`src/rtl/cpu_pkg.sv`:
```
// Shared pipeline-control types and defaults for the RV32I core.
package cpu_pkg;

    localparam int DEF_D_WIDTH = 32;
    localparam int DEF_N_REGS  = 32;
    localparam int DEF_RF_SIZE = $clog2(DEF_N_REGS);

    // Data-memory wait controller states
    typedef enum logic {
        RUN      = 1'b0,
        MEM_WAIT = 1'b1
    } ctrl_state_t;

    // Operand forwarding source codes
    localparam logic [1:0] FWD_RF    = 2'b00;
    localparam logic [1:0] FWD_EXMEM = 2'b01;
    localparam logic [1:0] FWD_WB    = 2'b10;

endpackage

```
`src/rtl/fwd_sel.sv`:
```
// Forwarding source select for one EX-stage operand.
module fwd_sel
    import cpu_pkg::*;
#(
    parameter int RF_SIZE = DEF_RF_SIZE
) (
    input  logic [RF_SIZE-1:0] rs,
    input  logic [RF_SIZE-1:0] exmem_rd,
    input  logic               exmem_reg_write,
    input  logic               exmem_mem_re,
    input  logic [RF_SIZE-1:0] memwb_rd,
    input  logic               memwb_reg_write,
    output logic [1:0]         sel
);

    // Youngest producer wins; a load in EX/MEM has no data yet, so fall through to WB
    always_comb begin
        sel = FWD_RF;
        if (exmem_reg_write && !exmem_mem_re && (exmem_rd != '0) && (exmem_rd == rs)) begin
            sel = FWD_EXMEM;
        end else if (memwb_reg_write && (memwb_rd != '0) && (memwb_rd == rs)) begin
            sel = FWD_WB;
        end
    end

endmodule

```
`src/rtl/pipe_ctrl.sv`:
```
// Hazard, forwarding and stall controller for the 5-stage RV32I pipeline.
module pipe_ctrl
    import cpu_pkg::*;
#(
    parameter int D_WIDTH     = DEF_D_WIDTH,
    parameter int N_REGS      = DEF_N_REGS,
    parameter int RF_SIZE     = $clog2(N_REGS),
    parameter int MEM_TIMEOUT = 15,
    parameter int CNT_WIDTH   = 16
) (
    input  logic                 clk,
    input  logic                 rst,
    input  logic [RF_SIZE-1:0]   ifid_rs1,
    input  logic [RF_SIZE-1:0]   ifid_rs2,
    input  logic                 ifid_uses_rs1,
    input  logic                 ifid_uses_rs2,
    input  logic [RF_SIZE-1:0]   idex_rs1,
    input  logic [RF_SIZE-1:0]   idex_rs2,
    input  logic [RF_SIZE-1:0]   idex_rd,
    input  logic                 idex_reg_write,
    input  logic                 idex_mem_re,
    input  logic [RF_SIZE-1:0]   exmem_rd,
    input  logic                 exmem_reg_write,
    input  logic                 exmem_mem_re,
    input  logic                 exmem_mem_req,
    input  logic [RF_SIZE-1:0]   memwb_rd,
    input  logic                 memwb_reg_write,
    input  logic                 branch_taken_ex,
    input  logic                 dmem_ready,
    output logic                 pc_en,
    output logic                 ifid_en,
    output logic                 idex_en,
    output logic                 exmem_en,
    output logic                 ifid_flush,
    output logic                 idex_flush,
    output logic                 memwb_bubble,
    output logic                 pc_sel,
    output logic [1:0]           fwd_a_sel,
    output logic [1:0]           fwd_b_sel,
    output logic                 mem_timeout,
    output logic                 err_sticky,
    output logic [CNT_WIDTH-1:0] stall_cnt,
    output logic [CNT_WIDTH-1:0] flush_cnt
);

    localparam int WAIT_W = $clog2(MEM_TIMEOUT + 1);
    localparam logic [WAIT_W-1:0] WAIT_MAX = WAIT_W'(MEM_TIMEOUT);

    if (MEM_TIMEOUT < 1) begin : g_bad_timeout
        $error("pipe_ctrl: MEM_TIMEOUT must be at least 1");
    end
    if (CNT_WIDTH > D_WIDTH) begin : g_bad_cnt_width
        $error("pipe_ctrl: CNT_WIDTH must not exceed D_WIDTH");
    end

    // A load in EX always writes rd, so its write enable adds nothing to the hazard check
    logic unused_idex_reg_write;
    assign unused_idex_reg_write = idex_reg_write;

    ctrl_state_t       state, state_nx;
    logic [WAIT_W-1:0] wait_cnt, wait_nx;
    logic              freeze;
    logic              load_use;
    logic [1:0]        fwd_a_raw, fwd_b_raw;

    fwd_sel #(.RF_SIZE(RF_SIZE)) u_fwd_a (
        .rs              (idex_rs1),
        .exmem_rd        (exmem_rd),
        .exmem_reg_write (exmem_reg_write),
        .exmem_mem_re    (exmem_mem_re),
        .memwb_rd        (memwb_rd),
        .memwb_reg_write (memwb_reg_write),
        .sel             (fwd_a_raw)
    );

    fwd_sel #(.RF_SIZE(RF_SIZE)) u_fwd_b (
        .rs              (idex_rs2),
        .exmem_rd        (exmem_rd),
        .exmem_reg_write (exmem_reg_write),
        .exmem_mem_re    (exmem_mem_re),
        .memwb_rd        (memwb_rd),
        .memwb_reg_write (memwb_reg_write),
        .sel             (fwd_b_raw)
    );

    // Load in EX whose destination is read by the instruction in ID
    always_comb begin
        load_use = idex_mem_re && (idex_rd != '0) &&
                   ((ifid_uses_rs1 && (ifid_rs1 == idex_rd)) ||
                    (ifid_uses_rs2 && (ifid_rs2 == idex_rd)));
    end

    // Memory-wait state register and wait counter
    always_ff @(posedge clk) begin
        if (!rst) begin
            state    <= RUN;
            wait_cnt <= '0;
        end else begin
            state    <= state_nx;
            wait_cnt <= wait_nx;
        end
    end

    // Next state, freeze/timeout decision and stage controls by priority
    always_comb begin
        state_nx     = state;
        wait_nx      = wait_cnt;
        freeze       = 1'b0;
        mem_timeout  = 1'b0;
        pc_en        = 1'b1;
        ifid_en      = 1'b1;
        idex_en      = 1'b1;
        exmem_en     = 1'b1;
        ifid_flush   = 1'b0;
        idex_flush   = 1'b0;
        memwb_bubble = 1'b0;
        pc_sel       = 1'b0;
        fwd_a_sel    = fwd_a_raw;
        fwd_b_sel    = fwd_b_raw;

        case (state)
            RUN: begin
                if (exmem_mem_req && !dmem_ready) begin
                    freeze   = 1'b1;
                    wait_nx  = WAIT_W'(1);
                    state_nx = MEM_WAIT;
                end
            end
            MEM_WAIT: begin
                if (dmem_ready) begin
                    wait_nx  = '0;
                    state_nx = RUN;
                end else if (wait_cnt == WAIT_MAX) begin
                    mem_timeout = 1'b1;
                    wait_nx     = '0;
                    state_nx    = RUN;
                end else begin
                    freeze  = 1'b1;
                    wait_nx = wait_cnt + WAIT_W'(1);
                end
            end
            default: begin
                wait_nx  = '0;
                state_nx = RUN;
            end
        endcase

        if (!rst) begin
            mem_timeout  = 1'b0;
            pc_en        = 1'b0;
            ifid_en      = 1'b0;
            idex_en      = 1'b0;
            exmem_en     = 1'b0;
            ifid_flush   = 1'b1;
            idex_flush   = 1'b1;
            memwb_bubble = 1'b1;
            fwd_a_sel    = FWD_RF;
            fwd_b_sel    = FWD_RF;
        end else if (freeze) begin
            pc_en        = 1'b0;
            ifid_en      = 1'b0;
            idex_en      = 1'b0;
            exmem_en     = 1'b0;
            memwb_bubble = 1'b1;
        end else if (branch_taken_ex) begin
            pc_sel     = 1'b1;
            ifid_flush = 1'b1;
            idex_flush = 1'b1;
        end else if (load_use) begin
            pc_en      = 1'b0;
            ifid_en    = 1'b0;
            idex_flush = 1'b1;
        end
    end

    // Saturating perf counters and sticky timeout flag
    always_ff @(posedge clk) begin
        if (!rst) begin
            stall_cnt  <= '0;
            flush_cnt  <= '0;
            err_sticky <= 1'b0;
        end else begin
            if (!pc_en && (stall_cnt != '1)) begin
                stall_cnt <= stall_cnt + CNT_WIDTH'(1);
            end
            if (pc_sel && (flush_cnt != '1)) begin
                flush_cnt <= flush_cnt + CNT_WIDTH'(1);
            end
            if (mem_timeout) begin
                err_sticky <= 1'b1;
            end
        end
    end

endmodule

```
`config.mk`:
```
export PLATFORM = sky130hd
export DESIGN_NAME = pipe_ctrl
export DESIGN_NICKNAME = d
export VERILOG_FILES = /design/src/rtl/cpu_pkg.sv /design/src/rtl/fwd_sel.sv /design/src/rtl/pipe_ctrl.sv
export SDC_FILE = /design/constraint.sdc
export NUM_CORES = 1
export LEC_CHECK = 0
export ABC_AREA = 1
export CAP_MARGIN = 20
export CORE_AREA = 3 3 82 84
export CTS_CLUSTER_SIZE = 40
export DETAILED_ROUTE_END_ITERATION = 8
export DIE_AREA = 0 0 85 87
export PLACE_DENSITY = 0.88
export SETUP_SLACK_MARGIN = 0.05
export SYNTH_ARGS = -nofsm -noshare
export SYNTH_HDL_FRONTEND = slang
export SYNTH_SLANG_ARGS = --single-unit
```
`constraint.sdc`:
```
create_clock -name clk -period 2.03 [get_ports clk]
set_input_delay 0.5075 -clock clk [delete_from_list [all_inputs] [get_ports clk]]
set_output_delay 0.5075 -clock clk [all_outputs]
set_load 0.05 [all_outputs]
```
# ---- Yosys cells after proc, flatten, opt, wreduce, memory -nomap -nowiden
# Index checks and enable logic that the tools add are counted.
dict set report classes {
  n_addsub 3
  n_eq_ne 10
  mux 34
  n_bitwise 1
  reduce_logical 21
}
# cell n
set ops {}
lappend ops {{$add 16x1->16 const B} 2}
lappend ops {{$ne 16x16->1 const B} 2}
lappend ops {{$eq 5x5->1} 6}
lappend ops {{$mux 1} 23}
lappend ops {{$reduce_bool 5->1} 3}
lappend ops {{$logic_and 1x1->1} 14}
lappend ops {{$mux 2} 6}
lappend ops {{$mux 4} 3}
lappend ops {{$pmux 4 s2} 1}
lappend ops {{$add 4x1->4 const B} 1}
lappend ops {{$eq 4x4->1 const B} 1}
lappend ops {{$logic_not 1->1} 3}
lappend ops {{$ne 2x2->1 const B} 1}
lappend ops {{$pmux 1 s2} 1}
lappend ops {{$logic_or 1x1->1} 1}
lappend ops {{$not 1->1} 1}
dict set report totals {
  register_bits 38
  input_bits 47
  out_inout_bits 46
  wordCells 74
}

# ---- Logic depth before layout (Yosys ltp)
# Gate-level depths: netlist of run 1.
dict set report depth {
  ltp_word 10
  depth_mapped 12
  depth_no_buf 11
}

# ---- Modules after synthesis
# A second synthesis of run 1 with hierarchy kept.
dict set report unflattened {
  hier_cells 487
  area_unflattened_um2 2874.0
}
# module instances cells_per_inst area_each_um2 seq_area_each_um2
set by_module_without_submodules {}
lappend by_module_without_submodules {pipe_ctrl 1 371 2416.1 760.7}
lappend by_module_without_submodules {fwd_sel 2 58 229.0 0.0}

# ---- Worst setup path after synthesis of run 1
# Ideal clock, no wire load.
dict set report synth_timing {
  path_kind {flip-flop to output port}
  startpoint {register wait_cnt[1]}
  endpoint {output port idex_flush}
  arrival_ns 2.363
  required_time_ns 1.522
  path_slack_ns -0.840
  stages_incl_launch_ff 7
  n_path_buf 0
  cell_sequence {dfxtp_1 > ha_1 > nand3_2 > nand2_2 > nand2_4 > o21ai_0 > a31o_2}
}
dict set report synth_between {
  elab_chain_cells 6
}
# element line_no
set synth_rtl {}
lappend synth_rtl {{start: declaration} pipe_ctrl.sv:61} ;# logic [WAIT_W-1:0] wait_cnt, wait_nx;
lappend synth_rtl {{start signal: assignment} pipe_ctrl.sv:100} ;# wait_cnt <= wait_nx;
lappend synth_rtl {{$eq 4x4->1} pipe_ctrl.sv:133} ;# end else if (wait_cnt == WAIT_MAX) begin
lappend synth_rtl {{$mux 1} pipe_ctrl.sv:133}
lappend synth_rtl {{$mux 1} pipe_ctrl.sv:130} ;# if (dmem_ready) begin
lappend synth_rtl {{$pmux 1 s2} pipe_ctrl.sv:121} ;# case (state)
lappend synth_rtl {{$mux 1} pipe_ctrl.sv:159} ;# end else if (freeze) begin
lappend synth_rtl {{$mux 1} pipe_ctrl.sv:148} ;# if (!rst) begin
lappend synth_rtl {{end: declaration} pipe_ctrl.sv:35} ;# output logic idex_flush,
# No other way between the ends.

# ---- Worst setup path after layout of run 1
dict set report layout_timing {
  startpoint {input port exmem_rd[3]}
  endpoint {output port fwd_b_sel[1]}
}
dict set report layout_between {
  elab_chain_cells 5
  elab_cells_between_ends 6
  classes_between {eq/ne: 1; mux: 2; reduce/logical: 3}
}
# element line_no
set layout_rtl {}
lappend layout_rtl {{start: declaration} pipe_ctrl.sv:22} ;# input logic [RF_SIZE-1:0] exmem_rd,
lappend layout_rtl {{$reduce_bool 5->1} fwd_sel.sv:19} ;# if (exmem_reg_write && !exmem_mem_re && (exmem_rd != '0) && (exmem_rd == rs)) begin
lappend layout_rtl {{$logic_and 1x1->1} fwd_sel.sv:19}
lappend layout_rtl {{$logic_and 1x1->1 (*)} fwd_sel.sv:19}
lappend layout_rtl {{$mux 2 (*)} fwd_sel.sv:19}
lappend layout_rtl {{$mux 2 (*)} pipe_ctrl.sv:148}
lappend layout_rtl {{end: declaration} pipe_ctrl.sv:39} ;# output logic [1:0] fwd_b_sel,
# Mark *: on every way between the ends. The rest lies on a longest branch, timed or not.

==> results.md, run 1 <==
* Final setup margin at -98.56 ps
* Slew headroom at 0.6742
* Via count at 3,323
* WL/cell at 14.21 um
* Max Cap Violations at 0
* Yosys top cell by area: dfxtp_1
* Worst path most repeated cell: nor3_4
* Row count at 28
* Cell variety after synth at 35
* Drt initial violations at 115
* Syn. warnings at 0
* Die X at 85 um
* # hold bufs at CTS at 0
* #FFs+latches synth at 38
* WP buf/inv at 3
* Main synth FF type: dfxtp_1
* Die height at 87 um
* Avg Cell Area, Syn at 6.753 um^2
* Peak supply drop at 0.3633 mV
* CP Capture Type: output pin
* Routability cong. at 0.9058
* Clock Sinks at 38
* Number of diodes at 0
* Final Setup Violations at 6
* Hold depth at 1
* Violated checks: setup timing
* Post-route DRC at 0
* Reg-to-reg startpoint: wait_cnt[0]
* Worst-case clock buffer depth at 2
* Fmax at 469.8 MHz
* Initial antenna violation count at 0
* Final Hold Vio Count at 0
* PwrDens at 421.3 nW/um^2
* Delay-heaviest family, CP: simple AND/OR/NAND/NOR gates
* Total detailed-routing wirelength at 8.796 mm
* Hold path startpoint: state
* Clock transition at path regs at 70 ps
* Unrepaired setup endpoints after global routing: true
* CTS Buf Count at 5
* Overflow after GRT at 0
* Hold EP: wait_cnt[0]
* Post-synth ARST share at 0
* Layout cells sized above 1 at 0.4246
* Worst Setup Path Type: input port to output pin
* Sequential area share after synthesis at 0.2728
* Post-Syn Instances at 413
* Worst EP arrival at 1620 ps
* Estimated wirelength of the detail-placed design at 6.344 mm
* Syn Std Cell Area at 2789 um^2
* Min cycle time layout at 2129 ps
* RR Endpoint: flush_cnt[6]
* Least-Margin Pin Slew at 490.6 ps
* TritonCTS clock tree: yes
* Worst min path class: flop to flop
* Final net count at 593
* Worst path max stage delay at 200 ps
* Global-route wire length before repair at 14.10 mm
* Number of global-route vias before repair at 3,245
* Yosys top cell area share at 0.2728
* Worst path required time at 1520 ps
* Synth area leaders: dfxtp_1, nand2_1, nand3_1
* Worst-path maximum fanout at 3
* Post-DRT Antenna Nets at 0
* Top-Level Pins at 93
* Worst path slowest cell: nand3b_1
* Clk Latency, worst-skew pair at 300 ps
* Worst Hold Slack at 463.3 ps
* Worst path cell trace: buf_8, nor3_4, nand2_1, nand3b_1, nor4_4, buf_4, nor3_4, buf_12
* Worst Reg-to-Reg Cells at 11
* Setup WS pre-CTS at -587.6 ps
* Largest net degree at the start of global routing at 30
* Status: finished with violations
* Initial Util at 0.4655
* FF-to-FF setup slack at 170 ps
* Die area at 7395 um^2
* Core area at 5991 um^2
* Post-synth EDFFs at 0
* GR Util All Layers at 0.2320
* Lkg Pwr at 1.929 nW
* Startpoint types: input port
* Input/output buffers at 91
* Layout area overhead at 61.19%
* Fin Clk Skew at 8.447 ps
* Slew Limit Fails at 0
* Via/cell ratio at 5.368
* Root buf cell: clkbuf_8
* Fin crit share at 1.049
* Net Count, Synth at 463
* # H-tree levels at 2
* DRT Pass-1 Iters at 5
[layer usage]
layer,share of wire,vias up,GRT usage
li1,-,1595,-
met1,0.36,1518,0.2478
met2,0.52,176,0.4301
met3,0.076,34,0.05866
met4,0.036,0,0.1007
met5,0,-,0
[cell usage in the layout (no fill, tap or decap), drive strengths merged, types with 2 or more instances in the layout]
master	netlist	routed
dfxtp	38	38
clkbuf	2	8
o21ai	8	8
a21oi	38	38
nor3	15	15
buf	10	119
dlygate4sd2	0	9
clkdlybuf4s15	0	3
nor4	4	4
nor2	38	38
a221oi	2	2
inv	46	45
nand3	40	40
xor2	19	19
xnor2	18	18
nand2	117	117
ha	3	3
clkinvlp	0	2
or2	5	5
nand4	5	5
[metrics by stage]
stage / TNS [ps] / instances / cell area, um^2 / power (W) / utilization
floorplan: -491.9 / 413 / 2932 / 0.001056 / -
global placement: -11490 / 597 / 4124 / 0.001289 / 0.6884
detailed placement: -13560 / 597 / 4124 / 0.001303 / 0.6884
CTS: -518.4 / 615 / 4362 / 0.001873 / 0.7281
global route: -964.1 / 619 / 4496 / 0.001972 / 0.7504
finish: -352.0 / 619 / 4496 / 0.001894 / 0.7504
[cells in the mapped netlist, types with 4 or more instances]
cell and count:
nand2_1 103, inv_1 43, nand3_1 39, dfxtp_1 38
nor2_1 36, a21oi_1 19, a21oi_2 19, xor2_1 19
xnor2_1 18, nand2_2 12, nor3_1 11, o21ai_0 8
nand4_1 5, or2_2 5, buf_4 4
[power breakdown]
group	internal [W]	switching, W
clock	0.000273	0.000284
combinational	0.000261	0.000304
sequential	0.000758	0.0000147
[state kept, by name, summed over array words and instances, names as in the netlist]
register / cells
wait_cnt: 4
stall_cnt: 16
err_sticky: 1
state: 1
flush_cnt: 16
[logic make-up after synthesis]
family | Yosys count | share of synthesized area
AND/OR/NAND/NOR | 226 | 0.3818
buffers and inverters | 58 | 0.09197
flip-flops | 38 | 0.2728
adder cells (fa/ha/maj) | 3 | 0.01346
AO/OA/AOI/OAI | 51 | 0.1238
XOR/XNOR | 37 | 0.1162
[worst reg2reg max path, stage by stage (launching register included)]
cell     delay, ps
dfxtp_2        360
ha_4           150
nand3_4        100
nand2_4         90
nand2_4         80
nor2_8         130
nand2_4         80
buf_4          140
a21oi_4        150
buf_4          200
o21ai_0        120
a21oi_1        200
[area by class of cell]
type,count,area (um^2)
clock buffer,6,82.58
clock inverter,2,12.51
fill,407,1495
inverter,46,196.4
multi-input combinational,317,2066
sequential,38,767.0
tap,75,93.84
timing repair buffer,135,1277
[worst max-delay path by stage]
stage | endpoint | slack (ps) | cells past startpoint | startpoint
2_1_floorplan | fwd_b_sel[1] | -250 | 4 | idex_rs2[0]
3_3_place_gp | fwd_a_sel[0] | -530 | 8 | exmem_rd[3]
3_5_place_dp | fwd_a_sel[0] | -590 | 8 | exmem_rd[3]
4_1_cts | fwd_b_sel[1] | -140 | 6 | idex_rs2[0]
5_1_grt | fwd_b_sel[1] | -160 | 8 | exmem_rd[3]
6_report | fwd_b_sel[1] | -100 | 8 | exmem_rd[3]
[repair_timing]
action / CTS / global route
setup buffers: 10 / 4
pin swaps: 67 / 26
setup endpoints to repair: 33 / 39
resized for setup: 209 / 34
No activity file was read; power rests on OpenSTA's default activity.
==> inputs of run 2 (changes only) <==
- CORE_AREA: 3 3 82 84 -> 3 3 88 90
- DIE_AREA: 0 0 85 87 -> 0 0 91 93
- PLACE_DENSITY: 0.88 -> 0.79
- SLEW_MARGIN: unset -> 20
==> results.md, run 2 (synthesized netlist as in run 1, its figures left out) <==
* Estimated wirelength of the detail-placed design at 6.541 mm
* Clock Sinks at 38
* Startpoint types: input port
* # hold bufs at CTS at 0
* Critical path origin: exmem_rd[0]
* Layout cells sized above 1 at 0.4214
* Routability cong. at 0.9070
* Initial antenna violation count at 0
* Lkg Pwr at 1.920 nW
* Fmax at 465.2 MHz
* Placed Cells incl. Taps at 625
* Worst Setup Path Type: input port to output pin
* Via/cell ratio at 4.941
* Die X at 91 um
* Fin Clk Skew at 7.967 ps
* Critical Path End: fwd_b_sel[1]
* Top-Level Pins at 93
* Row count at 31
* Flop pwr share at 0.410
* Reg-to-reg startpoint: wait_cnt[0]
* Total detailed-routing wirelength at 8.473 mm
* Final TNS setup at -500.5 ps
* DRT Pass-1 Iters at 4
* GR Util All Layers at 0.1946
* Worst-case clock buffer depth at 2
* Worst path slowest cell: nand3b_1
* Input/output buffers at 91
* Worst-path maximum fanout at 3
* Peak supply drop at 0.2276 mV
* Largest net degree at the start of global routing at 19
* WP buf/inv at 3
* Unrepaired setup endpoints after global routing: true
* PwrDens at 417.9 nW/um^2
* Via count at 3,162
* Slew headroom at 0.6632
* Die height at 93 um
* Global-route wire length before repair at 13.68 mm
* CTS Buf Count at 5
* Final setup margin at -119.6 ps
* Clk Latency, worst-skew pair at 290 ps
* Violated checks: setup timing
* Fin crit share at 1.059
* FF-to-FF setup slack at 230 ps
* Fillers at 654
* Initial Util at 0.3908
* Sw Share at 0.3136
* Final Hold Vio Count at 0
* Delay-heaviest family, CP: simple AND/OR/NAND/NOR gates
* Worst path cell trace: buf_2, nor2_2, nand2_1, nand3b_1, nor4_4, buf_4, nor3_4, buf_12
* Status: finished with violations
* Layout area overhead at 61.55%
* Die area at 8463 um^2
* Number of global-route vias before repair at 3,140
* Number of diodes at 0
* Top Registers: flush_cnt: 16 flops, stall_cnt: 16 flops, wait_cnt: 4 flops
* Worst path max stage delay at 210 ps
* Min cycle time layout at 2150 ps
* Root buf cell: clkbuf_8
* Finished Layout Cells at 640
* Most frequent cells in the layout: nand2_1, buf_4, nand3_1
* Final Setup Violations at 6
* Clock transition at path regs at 70 ps
* Worst EP arrival at 1640 ps
* Worst min path class: flop to flop
* Slew Limit Fails at 0
* Clock share of power at 0.290
* Post-DRT Antenna Nets at 0
* Internal Power at 0.001292 W
* Drt initial violations at 115
* Core area at 7137 um^2
* RR Endpoint: flush_cnt[3]
* Worst path required time at 1520 ps
* Final net count at 590
* Total Power at 0.001883 W
* Post-route DRC at 0
* Psw at 0.0005904 W
* WL/cell at 13.24 um
* Worst Hold Slack at 456.4 ps
* # H-tree levels at 2
* CP Capture Type: output pin
* Least-Margin Pin Slew at 504.4 ps
* Most common cell after layout, fill and taps aside: nand2_1
* TritonCTS clock tree: yes
* Overflow after GRT at 0
* Worst Reg-to-Reg Cells at 12
* Comb pwr share at 0.301
* Max Cap Violations at 0
* Stages on the worst setup path at 8
==> run 2: cell types whose count changed in the layout (fill, tap and decap cells not counted), sizes merged <==
cell	change
clkinvlp	-1
clkdlybuf4s15	-1
buf	-1
dlymetal6s2s	+1
dlygate4sd2	-1
==> run 2: power groups by stage <==
stage	Clock (W)	Sequential (W)	Combinational [W]
detailed placement	0	0.000789	0.000524
finish	0.000545	0.000772	0.000566
global route	0.000585	0.000773	0.000603
floorplan	0	0.000815	0.000241
global placement	0	0.000788	0.000512
CTS	0.000564	0.000771	0.000535
==> run 2: how the worst min path moves through the flow <==
| stage | startpoint | endpoint | slack, ps | cells after the start |
|---|---|---|---|---|
| 2_1_floorplan | state | wait_cnt[0] | 440 | 1 |
| 3_3_place_gp | state | wait_cnt[0] | 450 | 1 |
| 3_5_place_dp | state | wait_cnt[0] | 450 | 1 |
| 4_1_cts | state | wait_cnt[0] | 470 | 1 |
| 5_1_grt | state | wait_cnt[0] | 480 | 1 |
| 6_report | state | wait_cnt[0] | 460 | 1 |
==> run 2: layer usage <==
layer	global-route usage	wire, um	up-vias
li1	-	-	1581
met1	0.2113	3361	1463
met2	0.3593	4368	99
met3	0.05229	524	19
met4	0.07538	218	0
met5	0	0	-
==> run 2: area by class of cell <==
cell class              count  area (um^2)  area share
flip-flops and latches     38        767.0      0.1702
clock inverters             1        5.005    0.001111
well taps                  99        123.9     0.02749
clock buffers               7        86.33     0.01916
inverters                  46        196.4     0.04360
repair buffers            132         1247      0.2769
multi-input cells         317         2079      0.4615
==> run 2: timing repair <==
item                       4_1_cts  5_1_grt
setup buffers                    6        1
setup endpoints to repair       29       19
pin swaps                       58       27
resized for setup              197       35
==> run 2: metrics by stage <==
stage / instance area (um^2) / setup slack (ps) / utilization
floorplan: 2932 / -245.7 / -
global placement: 4192 / -524.0 / 0.5873
detailed placement: 4192 / -592.1 / 0.5873
CTS: 4370 / -151.9 / 0.6124
global route: 4506 / -185.3 / 0.6313
finish: 4506 / -119.6 / 0.6313
